[config.mk]
export PLATFORM = sky130hd
export DESIGN_NAME = uart_tx_8n1_flat
export DESIGN_NICKNAME = d
export VERILOG_FILES = /design/src/rtl/uart_tx_8n1_if.sv /design/src/rtl/uart_tx_8n1.sv /design/src/flat_wrapper.sv
export SDC_FILE = /design/constraint.sdc
export NUM_CORES = 1
export LEC_CHECK = 0
export ABC_CLOCK_PERIOD_IN_PS = 1900
export BUFFER_PORTS_ARGS = -buffer_cell sky130_fd_sc_hd__buf_2
export CAP_MARGIN = 10
export CORE_MARGIN = 3
export CORE_UTILIZATION = 51
export DETAILED_ROUTE_END_ITERATION = 7
export HOLD_SLACK_MARGIN = 0.12
export PLACE_DENSITY = 0.73
export SLEW_MARGIN = 5
export SYNTH_ARGS = -nofsm -noshare
export SYNTH_HDL_FRONTEND = slang
export SYNTH_SLANG_ARGS = --single-unit
[constraint.sdc]
create_clock -name clk -period 1.9 [get_ports clk]
set_input_delay 0.095 -clock clk [delete_from_list [all_inputs] [get_ports clk]]
set_output_delay 0.095 -clock clk [all_outputs]
set_load 0.05 [all_outputs]
[src/rtl/uart_tx_8n1_if.sv]
// Byte handshake between the communications controller and uart_tx_8n1.
// The controller drives data/start; the transmitter answers with ready.
interface uart_tx_8n1_if;
   logic [7:0] data;
   logic       start;
   logic       ready;

   modport master (output data, output start, input ready);
   modport slave  (input data, input start, output ready);
endinterface

[src/rtl/uart_tx_8n1.sv]
// 8N1 serial transmitter, bit period BAUD clocks, tx idles high.
// Define UART_TX_PARITY_EN to insert an even-parity bit before the stop bit.
module uart_tx_8n1 #(
   parameter int BAUD = 434
) (
   input  logic          clk,
   input  logic          rstn,
   uart_tx_8n1_if.slave  bus,
   output logic          tx
);

   localparam int CW = (BAUD > 1) ? $clog2(BAUD) : 1;
`ifdef UART_TX_PARITY_EN
   localparam int NBITS = 11;
`else
   localparam int NBITS = 10;
`endif
   localparam logic [CW-1:0] CNT_MAX  = CW'(BAUD - 1);
   localparam logic [3:0]    LAST_BIT = 4'(NBITS - 1);

   typedef enum logic {IDLE, SEND} state_t;

   state_t        state_q, state_d;
   logic [CW-1:0] cnt_q, cnt_d;
   logic [3:0]    bit_q, bit_d;
   logic [7:0]    shreg_q, shreg_d;
   logic          tx_q, tx_d;
   logic          ready_q, ready_d;
`ifdef UART_TX_PARITY_EN
   logic          par_q, par_d;
`endif

   always_comb begin
      state_d = state_q;
      cnt_d   = cnt_q;
      bit_d   = bit_q;
      shreg_d = shreg_q;
      tx_d    = tx_q;
      ready_d = ready_q;
`ifdef UART_TX_PARITY_EN
      par_d   = par_q;
`endif
      if (state_q == IDLE) begin
         cnt_d   = '0;
         bit_d   = '0;
         tx_d    = 1'b1;
         ready_d = 1'b1;
         // Start bit goes out on the accept edge itself.
         if (bus.start) begin
            shreg_d = bus.data;
`ifdef UART_TX_PARITY_EN
            par_d   = ^bus.data;
`endif
            tx_d    = 1'b0;
            ready_d = 1'b0;
            state_d = SEND;
         end
      end else begin
         if (cnt_q == CNT_MAX) begin
            cnt_d = '0;
            bit_d = bit_q + 4'd1;
            if (bit_q == LAST_BIT) begin
               state_d = IDLE;
               tx_d    = 1'b1;
               ready_d = 1'b1;
               bit_d   = '0;
               shreg_d = '0;
            end else if (bit_q < 4'd8) begin
               // bit_q 0..7 ends start/data bit; next out is shreg_q[0].
               tx_d    = shreg_q[0];
               shreg_d = {1'b0, shreg_q[7:1]};
`ifdef UART_TX_PARITY_EN
            end else if (bit_q == 4'd8) begin
               tx_d    = par_q;
`endif
            end else begin
               tx_d    = 1'b1;
            end
         end else begin
            cnt_d = cnt_q + CW'(1);
         end
      end
   end

   always_ff @(posedge clk or negedge rstn) begin
      if (!rstn) begin
         state_q <= IDLE;
         cnt_q   <= '0;
         bit_q   <= '0;
         shreg_q <= '0;
         tx_q    <= 1'b1;
         ready_q <= 1'b1;
`ifdef UART_TX_PARITY_EN
         par_q   <= 1'b0;
`endif
      end else begin
         state_q <= state_d;
         cnt_q   <= cnt_d;
         bit_q   <= bit_d;
         shreg_q <= shreg_d;
         tx_q    <= tx_d;
         ready_q <= ready_d;
`ifdef UART_TX_PARITY_EN
         par_q   <= par_d;
`endif
      end
   end

   assign tx        = tx_q;
   assign bus.ready = ready_q;

endmodule

[src/flat_wrapper.sv]
// flat-port wrapper written by rule: the top's interface ports become plain ports
module uart_tx_8n1_flat 
#(
   parameter int BAUD = 434
)
  (clk, rstn, tx, bus_data, bus_start, bus_ready);
  uart_tx_8n1_if bus_i ();
  input  logic clk;
  input  logic rstn;
  output logic tx;
  input wire logic [$bits(bus_i.data)-1:0] bus_data;
  input wire logic [$bits(bus_i.start)-1:0] bus_start;
  output wire logic [$bits(bus_i.ready)-1:0] bus_ready;
  assign bus_i.data = bus_data;
  assign bus_i.start = bus_start;
  assign bus_ready = bus_i.ready;
  uart_tx_8n1 #(.BAUD(BAUD)) u_core (.clk(clk), .rstn(rstn), .bus(bus_i), .tx(tx));
endmodule
==> impl_metrics.json <==
{
  "status": "complete, no violations",
  "drc": 0,
  "synth-seq-cells": 24,
  "synth_commonest_cells": "22 x dfrtp_1, 13 x nand2_1, 10 x nor2_1",
  "netlist_area_mm2": 0.00123,
  "cp-end-kind": "register",
  "synth_top_area_share_pct": 44.6,
  "rsz0062_at_grt": "yes",
  "ys.flop_type": "dfrtp_1",
  "clk_path_buf_depth": 2,
  "cpMaxStageDelayCell": "or4_1",
  "syn_inst": 120,
  "final_core_util_pct": 67.6,
  "avgSynthCellArea_um2": 10.3,
  "antenna_found_initial": 0,
  "coreArea_mm2": 0.00225,
  "grt_max_degree": 25,
  "nFillCells": 197,
  "ys_seq_area_share_pct": 48.9,
  "rows": 17,
  "cts-buffers-inserted": 3,
  "dpl_worst_slack_ns": 0.0552,
  "timing.final.crit_share_pct": 97.4,
  "gp_congestion": 0.809,
  "ir_drop_uv": 666,
  "firstDrtPassIters": 4,
  "drtAntennaViolNets": 0,
  "route.met2.wl_um": 1230,
  "drive_above_1_share_pct": 29.4,
  "portBuffers": 12,
  "die_h_um": 55.2,
  "cts.sink_count": 24,
  "gr-usage-all-layers_pct": 18.5,
  "crit_arrival_ns": 2.10,
  "ys.warnings.count": 0,
  "clk_latency_ns": 0.32,
  "whs_ns": 0.123,
  "min_period_ns": 1.85,
  "path_clk_slew_ns": 0.13,
  "vias": 1011,
  "diodes": 0,
  "slowest_delay_ns": 0.46,
  "root_buffer": "clkbuf_4",
  "crit_type": "register to register",
  "top_layer": "met4",
  "worst_slack_ns": 0.0489,
  "ios": 13,
  "synth_area_leader_cell": "dfrtp_1",
  "routedWlPerCell_um": 14.0,
  "htreeDepth": 1,
  "worstMarginPinSlew_ns": 0.643,
  "syn_nets": 135,
  "met3_length_um": 124,
  "p_per_area_mw_per_mm2": 897,
  "grt_pass1_wl_um": 4040,
  "synth_edf_count": 0,
  "grt_pass1_vias": 900,
  "synth_most_common_cell": "dfrtp_1",
  "p_leak_nw": 0.676,
  "hold_violations": 0,
  "fin_setup_tns_ns": 0,
  "slew_headroom_pct": 57.0,
  "synthToLayoutAreaGrowth_pct": 23.5,
  "setup_viol": 0,
  "start_util_pct": 54.7,
  "max_clock_freq_mhz": 540,
  "hold_class": "primary input to register",
  "start_kind": "register",
  "wl_um": 2530,
  "crit_fanout": 3,
  "required_ns": 2.15,
  "die_w_um": 55.2,
  "synthArstFlopShare_pct": 100,
  "m1WireLength_um": 1150,
  "path_cells": "inv_1 -> ha_1 -> nor4b_4 -> nand4_2 -> buf_6 -> or4_1 -> a21oi_1",
  "routed_via_density": 5.59,
  "drtIter0Drc": 19,
  "netlist-cell-type-count": 35,
  "cts_tree": "done",
  "place.detailed.hpwl_um": 1750,
  "fin_skew_ns": 0.0117,
  "ys_top_cells_by_area": "dfrtp_1 45%, mux2_2 6.4%, o2bb2ai_1 5.0%",
  "slew_viol_final": 0,
  "fin_nets": 169,
  "maxCapViolCount": 0,
  "grt-ovfl-total": 0,
  "die_area_mm2": 0.00305
}
metrics by stage:
| stage | instance area [µm²] | total power [W] | instances |
|---|---|---|---|
| 2_1_floorplan | 1230 | 0.000956 | 120 |
| 3_3_place_gp | 1390 | 0.00109 | 167 |
| 3_5_place_dp | 1390 | 0.00111 | 167 |
| 4_1_cts | 1490 | 0.00136 | 178 |
| 5_1_grt | 1520 | 0.00146 | 181 |
| 6_report | 1520 | 0.00137 | 181 |
sequential cells by signal (all words and copies together) (netlist names):
signal / cells
u_core.cnt_q: 9
u_core.bit_q: 4
u_core.tx: 1
u_core.state_q: 1
u_core.shreg_q: 8
u_core.bus.ready: 1
power breakdown:
part / switching (W) / internal (W) / leakage, nW
registers: 0.0000856 / 0.000614 / 0.292
logic: 0.000216 / 0.000215 / 0.369
clock network: 0.000154 / 0.0000822 / 0.0150
total: 0.000456 / 0.000911 / 0.676
placed cells by master, fill, tap and decap left out, types with 2 or more instances in the layout:
cell and instances:
buf_4 11, o2bb2ai_1 7, mux2_2 7, ha_1 4, clkbuf_4 3, buf_6 2, dlygate4sd3_1 7, buf_2 12
dfstp_2 2, nand3_1 4, xnor2_1 2, nand2_1 13, or3_1 3, inv_1 7, dfrtp_1 22, o21ai_0 6
a21oi_1 9, nor2_1 10
repair_timing:
action                     CTS  global route
setup endpoints to repair    0            10
resized for setup            0             4
hold endpoints to repair    31             0
hold buffers                 7             0
setup buffers                0             3
worst paths after layout:
kind	start	end	slack, ns	cells after the start
worst max-delay path	u_core.cnt_q[1]$_DFF_PN0_	u_core.bit_q[2]$_DFFE_PN0P_	0.05	7
worst min-delay path	bus_data[5]	u_core.shreg_q[5]$_DFFE_PN0P_	0.12	3
worst max register to register	u_core.cnt_q[1]$_DFF_PN0_	u_core.bit_q[2]$_DFFE_PN0P_	0.05	7
worst min register to register	u_core.shreg_q[7]$_DFFE_PN0P_	u_core.shreg_q[7]$_DFFE_PN0P_	0.53	2
max in group asynchronous	rstn	u_core.bus.ready$_DFFE_PN1P_	1.26	2
min in group asynchronous	rstn	u_core.cnt_q[8]$_DFF_PN0_	0.26	2
final cells by class:
class | count | area, µm² | area share (%)
clock buffers | 4 | 26.3 | 1.72
multi-input cells | 85 | 594 | 39.0
flip-flops and latches | 24 | 603 | 39.6
repair buffers | 32 | 235 | 15.4
well taps | 28 | 35.0 | 2.30
inverters | 8 | 30.0 | 1.97
worst max-delay path, delay by kind of cell (launching register included):
| family | cells | cell delay [ns] |
|---|---|---|
| buffers and inverters | 2 | 0.23 |
| and+or+nand+nor | 3 | 0.86 |
| DFF | 1 | 0.42 |
| adders and majority gates | 1 | 0.13 |
| AOI/OAI and AO/OA | 1 | 0.13 |
layer usage:
| metal | up-vias | global-route usage (%) |
|---|---|---|
| li1 | 497 | - |
| met3 | 4 | 3.22 |
| met5 | - | 0 |
| met4 | 0 | 4.86 |
| met2 | 29 | 29.5 |
| met1 | 481 | 26.0 |
cells by family (layout without fill, tap and decap cells):
kind of cell | after synthesis | count (layout) | synth area share, %
simple gates | 40 | 40 | 18.0
compound gates | 31 | 31 | 16.9
flops | 24 | 24 | 48.9
buf+inv | 11 | 44 | 3.65
mux | 7 | 7 | 6.39
fa+ha+maj | 4 | 4 | 4.06
xor+xnor | 3 | 3 | 2.13
No activity file was read; power rests on OpenSTA's default activity.
